File: config.mk
export PLATFORM = sky130hd
export DESIGN_NAME = native_out_port_flat
export DESIGN_NICKNAME = d
export VERILOG_FILES = /design/src/rtl/video_port_pkg.sv /design/src/rtl/native_out_port_if.sv /design/src/rtl/native_out_port_video_timing_gen.sv /design/src/rtl/native_out_port.sv /design/src/flat_wrapper.sv
export SDC_FILE = /design/constraint.sdc
export NUM_CORES = 1
export LEC_CHECK = 0
export ABC_AREA = 1
export BUFFER_PORTS_ARGS = -buffer_cell sky130_fd_sc_hd__buf_2
export CAP_MARGIN = 40
export CORE_MARGIN = 2
export CORE_UTILIZATION = 65
export DETAILED_ROUTE_END_ITERATION = 10
export HOLD_SLACK_MARGIN = 0.12
export MAX_ROUTING_LAYER = met4
export PLACE_DENSITY = 0.95
export SLEW_MARGIN = 15
export SYNTH_ARGS = -nofsm -noshare
export SYNTH_HDL_FRONTEND = slang
export SYNTH_SLANG_ARGS = --single-unit
export TNS_END_PERCENT = 30
File: constraint.sdc
create_clock -name clock -period 5.3 [get_ports clock]
set_clock_uncertainty 0.05 [all_clocks]
set_input_delay 1.59 -clock clock [delete_from_list [all_inputs] [get_ports clock]]
set_output_delay 1.59 -clock clock [all_outputs]
set_load 0.1 [all_outputs]
File: src/rtl/video_port_pkg.sv
// Shared definitions for the native video ports: port FSM states, default
// 1080p-style timing constants and a small counter window helper.
package video_port_pkg;

  typedef enum logic [1:0] {
    ST_IDLE       = 2'd0,
    ST_WAIT_FRAME = 2'd1,
    ST_RUN        = 2'd2,
    ST_FLUSH      = 2'd3
  } port_state_e;

  localparam int DEF_DSIZE    = 24;
  localparam int DEF_H_SYNC   = 44;
  localparam int DEF_H_BP     = 148;
  localparam int DEF_H_FP     = 88;
  localparam int DEF_V_SYNC   = 5;
  localparam int DEF_V_BP     = 36;
  localparam int DEF_V_FP     = 4;
  localparam int DEF_SYNC_POL = 1;

  // True when cnt lies in [start, start+len); computed in 17 bits so the end cannot wrap.
  function automatic logic in_window(input logic [15:0] cnt,
                                     input logic [15:0] start,
                                     input logic [15:0] len);
    logic [16:0] stop;
    stop = {1'b0, start} + {1'b0, len};
    return ({1'b0, cnt} >= {1'b0, start}) && ({1'b0, cnt} < stop);
  endfunction

endpackage

File: src/rtl/native_out_port_if.sv
// Stream input and video output bundle of the native output port.
interface native_out_port_if
  import video_port_pkg::*;
#(
  parameter int DSIZE = DEF_DSIZE
);
  logic             idata_vld;
  logic [DSIZE-1:0] idata;
  logic             falign;
  logic             lalign;
  logic             ealign;
  logic             idata_rdy;
  logic             vsync;
  logic             hsync;
  logic             de;
  logic [DSIZE-1:0] odata;
  logic             underflow;
  logic             resync;

  modport slave (
    input  idata_vld, idata, falign, lalign, ealign,
    output idata_rdy, vsync, hsync, de, odata, underflow, resync
  );

  modport master (
    output idata_vld, idata, falign, lalign, ealign,
    input  idata_rdy, vsync, hsync, de, odata, underflow, resync
  );
endinterface

File: src/rtl/native_out_port_video_timing_gen.sv
// Horizontal/vertical counters and region decode for the native video ports.
// Active sizes are captured at frame start so mid-frame changes wait a frame.
module video_timing_gen
  import video_port_pkg::*;
#(
  parameter int H_SYNC = DEF_H_SYNC,
  parameter int H_BP   = DEF_H_BP,
  parameter int H_FP   = DEF_H_FP,
  parameter int V_SYNC = DEF_V_SYNC,
  parameter int V_BP   = DEF_V_BP,
  parameter int V_FP   = DEF_V_FP
)(
  input  logic        clock,
  input  logic        rst_n,
  input  logic        run,
  input  logic [15:0] hactive,
  input  logic [15:0] vactive,
  output logic        frame_start,
  output logic        hsync_act,
  output logic        vsync_act,
  output logic        active,
  output logic        first_pix,
  output logic        last_line_pix,
  output logic        last_frame_pix
);

  localparam logic [15:0] H_ACT_START = 16'(H_SYNC + H_BP);
  localparam logic [15:0] V_ACT_START = 16'(V_SYNC + V_BP);
  localparam logic [15:0] H_SYNC_W    = 16'(H_SYNC);
  localparam logic [15:0] V_SYNC_W    = 16'(V_SYNC);
  localparam logic [15:0] H_FP_W      = 16'(H_FP);
  localparam logic [15:0] V_FP_W      = 16'(V_FP);

  logic [15:0] hcnt_r;
  logic [15:0] vcnt_r;
  logic [15:0] hact_r;
  logic [15:0] vact_r;
  logic [15:0] htotal_s;
  logic [15:0] vtotal_s;
  logic        h_act_s;
  logic        v_act_s;
  logic        last_col_s;
  logic        last_row_s;

  assign htotal_s    = H_ACT_START + hact_r + H_FP_W;
  assign vtotal_s    = V_ACT_START + vact_r + V_FP_W;
  assign frame_start = (hcnt_r == 16'd0) && (vcnt_r == 16'd0);

  // Capture active sizes only at frame start (continuously while idle).
  always_ff @(posedge clock or negedge rst_n) begin
    if (!rst_n) begin
      hact_r <= 16'd0;
      vact_r <= 16'd0;
    end else if (frame_start) begin
      hact_r <= hactive;
      vact_r <= vactive;
    end
  end

  // Pixel/line counters, forced to the frame origin whenever timing is stopped.
  always_ff @(posedge clock or negedge rst_n) begin
    if (!rst_n) begin
      hcnt_r <= 16'd0;
      vcnt_r <= 16'd0;
    end else if (!run) begin
      hcnt_r <= 16'd0;
      vcnt_r <= 16'd0;
    end else if (hcnt_r == htotal_s - 16'd1) begin
      hcnt_r <= 16'd0;
      if (vcnt_r == vtotal_s - 16'd1) begin
        vcnt_r <= 16'd0;
      end else begin
        vcnt_r <= vcnt_r + 16'd1;
      end
    end else begin
      hcnt_r <= hcnt_r + 16'd1;
    end
  end

  assign h_act_s        = in_window(hcnt_r, H_ACT_START, hact_r);
  assign v_act_s        = in_window(vcnt_r, V_ACT_START, vact_r);
  assign last_col_s     = (hcnt_r == H_ACT_START + hact_r - 16'd1);
  assign last_row_s     = (vcnt_r == V_ACT_START + vact_r - 16'd1);
  assign active         = h_act_s && v_act_s;
  assign hsync_act      = (hcnt_r < H_SYNC_W);
  assign vsync_act      = (vcnt_r < V_SYNC_W);
  assign first_pix      = active && (hcnt_r == H_ACT_START) && (vcnt_r == V_ACT_START);
  assign last_line_pix  = active && last_col_s;
  assign last_frame_pix = active && last_col_s && last_row_s;

endmodule

File: src/rtl/native_out_port.sv
// Native video output port: turns an aligned pixel stream into sync/de/data
// timing, resynchronising on frame boundaries after underflow or misalignment.
module native_out_port
  import video_port_pkg::*;
#(
  parameter int DSIZE    = DEF_DSIZE,
  parameter int H_SYNC   = DEF_H_SYNC,
  parameter int H_BP     = DEF_H_BP,
  parameter int H_FP     = DEF_H_FP,
  parameter int V_SYNC   = DEF_V_SYNC,
  parameter int V_BP     = DEF_V_BP,
  parameter int V_FP     = DEF_V_FP,
  parameter int SYNC_POL = DEF_SYNC_POL
)(
  input  logic               clock,
  input  logic               rst_n,
  input  logic               enable,
  input  logic [15:0]        vactive,
  input  logic [15:0]        hactive,
  native_out_port_if.slave   port_if
);

  localparam logic SYNC_ON = (SYNC_POL != 0) ? 1'b1 : 1'b0;

  port_state_e      state_r;
  port_state_e      next_s;
  logic             run_s;
  logic             rdy_s;
  logic             accept_s;
  logic             align_err_s;
  logic             frame_start_s;
  logic             hsync_act_s;
  logic             vsync_act_s;
  logic             active_s;
  logic             first_pix_s;
  logic             last_line_s;
  logic             last_frame_s;
  logic             hsync_r;
  logic             vsync_r;
  logic             de_r;
  logic [DSIZE-1:0] odata_r;
  logic             underflow_r;
  logic             resync_r;

  video_timing_gen #(
    .H_SYNC (H_SYNC), .H_BP (H_BP), .H_FP (H_FP),
    .V_SYNC (V_SYNC), .V_BP (V_BP), .V_FP (V_FP)
  ) u_timing (
    .clock          (clock),
    .rst_n          (rst_n),
    .run            (run_s),
    .hactive        (hactive),
    .vactive        (vactive),
    .frame_start    (frame_start_s),
    .hsync_act      (hsync_act_s),
    .vsync_act      (vsync_act_s),
    .active         (active_s),
    .first_pix      (first_pix_s),
    .last_line_pix  (last_line_s),
    .last_frame_pix (last_frame_s)
  );

  // Counters start on the cycle after leaving IDLE and stop on the edge back into it.
  assign run_s       = (state_r != ST_IDLE) && (next_s != ST_IDLE);
  assign accept_s    = port_if.idata_vld && rdy_s;
  assign align_err_s = (port_if.falign != first_pix_s) ||
                       (port_if.lalign != last_line_s) ||
                       (port_if.ealign != last_frame_s);

  // Ready decode: a frame-head beat is held back for the next frame start; never looks at idata_vld.
  always_comb begin
    rdy_s = 1'b0;
    case (state_r)
      ST_RUN:                  rdy_s = active_s;
      ST_WAIT_FRAME, ST_FLUSH: rdy_s = !active_s && !port_if.falign;
      default:                 rdy_s = 1'b0;
    endcase
  end

  // Next-state decode; enable and resync only take effect at frame start.
  always_comb begin
    next_s = state_r;
    case (state_r)
      ST_IDLE: begin
        if (enable) next_s = ST_WAIT_FRAME;
        else        next_s = ST_IDLE;
      end
      ST_WAIT_FRAME, ST_FLUSH: begin
        if (frame_start_s && !enable)                                     next_s = ST_IDLE;
        else if (frame_start_s && port_if.idata_vld && port_if.falign)    next_s = ST_RUN;
        else                                                              next_s = state_r;
      end
      ST_RUN: begin
        if (frame_start_s && !enable)      next_s = ST_IDLE;
        else if (accept_s && align_err_s)  next_s = ST_FLUSH;
        else                               next_s = ST_RUN;
      end
      default: next_s = ST_IDLE;
    endcase
  end

  // FSM state register.
  always_ff @(posedge clock or negedge rst_n) begin
    if (!rst_n) state_r <= ST_IDLE;
    else        state_r <= next_s;
  end

  // Video outputs and error pulses, one clock behind the counter state.
  always_ff @(posedge clock or negedge rst_n) begin
    if (!rst_n) begin
      hsync_r     <= ~SYNC_ON;
      vsync_r     <= ~SYNC_ON;
      de_r        <= 1'b0;
      odata_r     <= {DSIZE{1'b0}};
      underflow_r <= 1'b0;
      resync_r    <= 1'b0;
    end else begin
      hsync_r     <= (run_s && hsync_act_s) ? SYNC_ON : ~SYNC_ON;
      vsync_r     <= (run_s && vsync_act_s) ? SYNC_ON : ~SYNC_ON;
      de_r        <= run_s && active_s;
      odata_r     <= ((state_r == ST_RUN) && accept_s) ? port_if.idata : {DSIZE{1'b0}};
      underflow_r <= (state_r == ST_RUN) && active_s && !port_if.idata_vld;
      resync_r    <= (state_r == ST_RUN) && accept_s && align_err_s;
    end
  end

  assign port_if.idata_rdy = rdy_s;
  assign port_if.hsync     = hsync_r;
  assign port_if.vsync     = vsync_r;
  assign port_if.de        = de_r;
  assign port_if.odata     = odata_r;
  assign port_if.underflow = underflow_r;
  assign port_if.resync    = resync_r;

endmodule

File: src/flat_wrapper.sv
// flat-port wrapper written by rule: the top's interface ports become plain ports
module native_out_port_flat import video_port_pkg::*;
#(
  parameter int DSIZE    = DEF_DSIZE,
  parameter int H_SYNC   = DEF_H_SYNC,
  parameter int H_BP     = DEF_H_BP,
  parameter int H_FP     = DEF_H_FP,
  parameter int V_SYNC   = DEF_V_SYNC,
  parameter int V_BP     = DEF_V_BP,
  parameter int V_FP     = DEF_V_FP,
  parameter int SYNC_POL = DEF_SYNC_POL
)
  (clock, rst_n, enable, vactive, hactive, port_if_idata_vld, port_if_idata, port_if_falign, port_if_lalign, port_if_ealign, port_if_idata_rdy, port_if_vsync, port_if_hsync, port_if_de, port_if_odata, port_if_underflow, port_if_resync);
  native_out_port_if #(.DSIZE(DSIZE)) port_if_i ();
  input  logic clock;
  input  logic rst_n;
  input  logic enable;
  input  logic [15:0] vactive;
  input  logic [15:0] hactive;
  input wire logic [$bits(port_if_i.idata_vld)-1:0] port_if_idata_vld;
  input wire logic [$bits(port_if_i.idata)-1:0] port_if_idata;
  input wire logic [$bits(port_if_i.falign)-1:0] port_if_falign;
  input wire logic [$bits(port_if_i.lalign)-1:0] port_if_lalign;
  input wire logic [$bits(port_if_i.ealign)-1:0] port_if_ealign;
  output wire logic [$bits(port_if_i.idata_rdy)-1:0] port_if_idata_rdy;
  output wire logic [$bits(port_if_i.vsync)-1:0] port_if_vsync;
  output wire logic [$bits(port_if_i.hsync)-1:0] port_if_hsync;
  output wire logic [$bits(port_if_i.de)-1:0] port_if_de;
  output wire logic [$bits(port_if_i.odata)-1:0] port_if_odata;
  output wire logic [$bits(port_if_i.underflow)-1:0] port_if_underflow;
  output wire logic [$bits(port_if_i.resync)-1:0] port_if_resync;
  assign port_if_i.idata_vld = port_if_idata_vld;
  assign port_if_i.idata = port_if_idata;
  assign port_if_i.falign = port_if_falign;
  assign port_if_i.lalign = port_if_lalign;
  assign port_if_i.ealign = port_if_ealign;
  assign port_if_idata_rdy = port_if_i.idata_rdy;
  assign port_if_vsync = port_if_i.vsync;
  assign port_if_hsync = port_if_i.hsync;
  assign port_if_de = port_if_i.de;
  assign port_if_odata = port_if_i.odata;
  assign port_if_underflow = port_if_i.underflow;
  assign port_if_resync = port_if_i.resync;
  native_out_port #(.DSIZE(DSIZE), .H_SYNC(H_SYNC), .H_BP(H_BP), .H_FP(H_FP), .V_SYNC(V_SYNC), .V_BP(V_BP), .V_FP(V_FP), .SYNC_POL(SYNC_POL)) u_core (.clock(clock), .rst_n(rst_n), .enable(enable), .vactive(vactive), .hactive(hactive), .port_if(port_if_i));
endmodule
==> flow_summary.yaml <==
logic_synthesis:
  ys_types: 40
  synth_top_area_share_pct: 30.2
  seq_area_frac_synth_pct: 30.2
  syn-mean-instance-area_sq_um: 6.59
  synthTopCellsByCount: "331 x nand2_1, 175 x inv_1, 147 x nor2_1"
  syn_nets: 1300
  syn-instance-count: 1196
  synth_flop_cell: "dfrtp_1"
  yosys_warnings: 0
  syn-cell-area_sq_mm: 0.00788
  synthArstFlopShare_pct: 100
  synth_edf_count: 0
  synthMostInstantiatedCell: "nand2_1"
  synth_area_leaders: "dfrtp_1 30%, nand2_1 16%, inv_1 8.3%"
  synth.largest_area_cell: "dfrtp_1"
  synth-seq-cells: 95
power:
  power_density_mw_per_mm2: 490
  vdd_drop_max_mv: 0.221
  leakage_nw: 4.83
  finalPower_w: 0.00431
critical_path:
  path_cells: "inv_1 > ha_1 > nor2_1 > nand2_1 > nand2_1 > nand2_1 > ha_1 > a21oi_1 > o21ai_0 > nor2_1 > nand3_1 > nor3_4 > nand2_2 > inv_2 > nand2_1 > nand2_1 > buf_8"
  cp_max_fo: 5
  cpMaxStageDelayCell: "dfrtp_1"
  critical_path.startpoint: "u_core.u_timing.hact_r[7]"
  ff2ff_path_depth: 20
  slowest_delay_ns: 0.39
  path_class: "reg2out"
  r2r_setup_slack_ns: 1.67
  crit-reg2reg-launch: "u_core.u_timing.hact_r[7]"
  cp_common_cell: "nand2_1"
  endpoint: "port_if_idata_rdy"
  endpoint_kind: "primary output"
  worstPathRequired_ns: 3.66
  critPathLaunchType: "flop"
  arrival_ns: 3.41
  rr_endpoint: "u_core.state_r[0]"
placed_design:
  dpl.cell_count: 1421
  post-dp-hpwl_mm: 14.8
  place_congestion: 0.926
  port-buffer-count: 92
  pre_cts_slack_ns: 0.497
die:
  start_util_pct: 66.1
  core_area_sq_mm: 0.0119
  row_count: 40
  die_h_um: 114
  fp.dieArea_sq_mm: 0.0130
  fp.dieW_um: 114
  io-pin-count: 93
routing:
  drtAntennaViolNets: 0
  vias_per_cell: 5.50
  drtIter0Drc: 682
  vias: 7915
  dr.pass1.iters: 5
  wl_per_cell_um: 13.4
  drt_drc_violations_left: 0
  wl_mm: 19.2
cts:
  cts_buffers: 9
  path_clk_slew_ns: 0.08
  cts_hold_buf: 0
  post_cts_buffers: 0
  cts-root-buf: "clkbuf_16"
  tritoncts: "done"
  clock-sinks: 95
  cts_resized: 0
  clockBufferDepth: 2
  clkLatencyLatePin_ns: 0.36
  h-tree-depth: 3
timing:
  period_needed_ns: 5.05
  hold_ws_ns: 0.406
  hold_viol_final: 0
  period_share_pct: 95.3
  worst_slack_ns: 0.249
  drv_slew: 0
  setup_viol: 0
  relSlewSlack_pct: 52.4
  tightest_slew_ns: 0.714
  fmax_ghz: 0.198
hold_path:
  min_path_type: "reg2reg"
final_layout:
  finalNonFillerCells: 1438
  area_delta_synth_final_pct: 11.9
  postLayoutCoreUtil_pct: 74.0
  drive_gt1_share_pct: 14.0
  diodes: 0
  fin_nets: 1390
global_route:
  grt_overflow: 0
  grt_pass1_vias: 7401
  antenna_found_initial: 0
  grt_max_degree: 67
  grt_pass1_wl_mm: 32.3
  grt_usage_pct: 31.2
run_status:
  status: "complete, no violations"
run:
  cap_violations: 0
==> per-stage QoR <==
stage / TNS, ns / instance area, sq um
detailed placement: 0 / 8460
floorplan: 0 / 7880
global route: -0.00230 / 8810
global placement: 0 / 8460
finish: 0 / 8810
CTS: 0 / 8770
==> registers in the layout, indices dropped and copies added (netlist names) <==
register / cells
u_core.u_timing.vact_r: 16
u_core.port_if.vsync: 1
u_core.u_timing.vcnt_r: 16
u_core.port_if.hsync: 1
u_core.port_if.resync: 1
u_core.port_if.underflow: 1
u_core.u_timing.hcnt_r: 16
u_core.port_if.de: 1
u_core.port_if.odata: 24
u_core.u_timing.hact_r: 16
u_core.state_r: 2
==> worst min-delay path by stage <==
stage / depth (start not counted) / startpoint / to / slack [ns]
floorplan: 1 / u_core.u_timing.hcnt_r[0] / u_core.u_timing.hcnt_r[0] / 0.38
global placement: 1 / u_core.u_timing.hcnt_r[0] / u_core.u_timing.hcnt_r[0] / 0.40
detailed placement: 1 / u_core.u_timing.hcnt_r[0] / u_core.u_timing.hcnt_r[0] / 0.40
CTS: 1 / u_core.u_timing.hcnt_r[0] / u_core.u_timing.hcnt_r[0] / 0.41
global route: 1 / u_core.u_timing.hcnt_r[0] / u_core.u_timing.hcnt_r[0] / 0.45
finish: 1 / u_core.u_timing.hcnt_r[0] / u_core.u_timing.hcnt_r[0] / 0.41
==> critical path, delay by kind of cell (launching register included) <==
kind | cells | cell delay, ns
buffers and inverters | 3 | 0.41
adders and majority gates | 2 | 0.58
and+or+nand+nor | 10 | 1.37
AOI/OAI and AO/OA | 2 | 0.30
DFF | 1 | 0.39
==> per-layer routing <==
metal  vias to the layer above  wire length (um)  track usage, %
met4                         0               329            9.51
met5                         -                 0               -
met2                       294              8700            49.4
li1                       3979                 -               -
met1                      3608              8820            41.2
met3                        34              1380            5.61
==> layout make-up <==
class	instances	area (sq um)
sequential	95	2380
timing repair buffer	96	523
multi-input combinational	899	4730
fill	967	3100
inverter	185	694
clock inverter	6	70.1
tap	147	184
clock buffer	10	239
==> cells by family (layout without fill, tap and decap cells) <==
| kind of cell | Yosys count | in the layout | share of synthesized area [%] |
|---|---|---|---|
| simple gates | 717 | 717 | 41.2 |
| xor+xnor | 52 | 52 | 6.23 |
| flops | 95 | 95 | 30.2 |
| buf+inv | 202 | 297 | 10.0 |
| fa+ha+maj | 41 | 41 | 6.51 |
| compound gates | 89 | 89 | 5.84 |
==> power breakdown <==
part           internal, W  leakage (nW)  switching, W
combinational     0.000786          3.42       0.00179
clock             0.000351         0.154      0.000334
sequential        0.000873          1.26      0.000178
total              0.00201          4.83       0.00231
==> cell usage in the layout (no fill, tap or decap), drive strengths merged <==
cell type / n
nand4: 39
xnor3: 2
clkinv: 1
xnor2: 6
nand3: 117
and3: 2
xor2: 44
inv: 190
dfrtp: 95
nor3b: 1
buf: 96
a22o: 1
nor4: 5
a211oi: 1
nand3b: 3
clkbuf: 10
or2: 2
o21bai: 1
o21ai: 63
nor2: 167
o211ai: 1
a21oi: 22
ha: 41
nand2: 351
nor3: 30
Note: power is estimated with default switching activity, not from simulation.
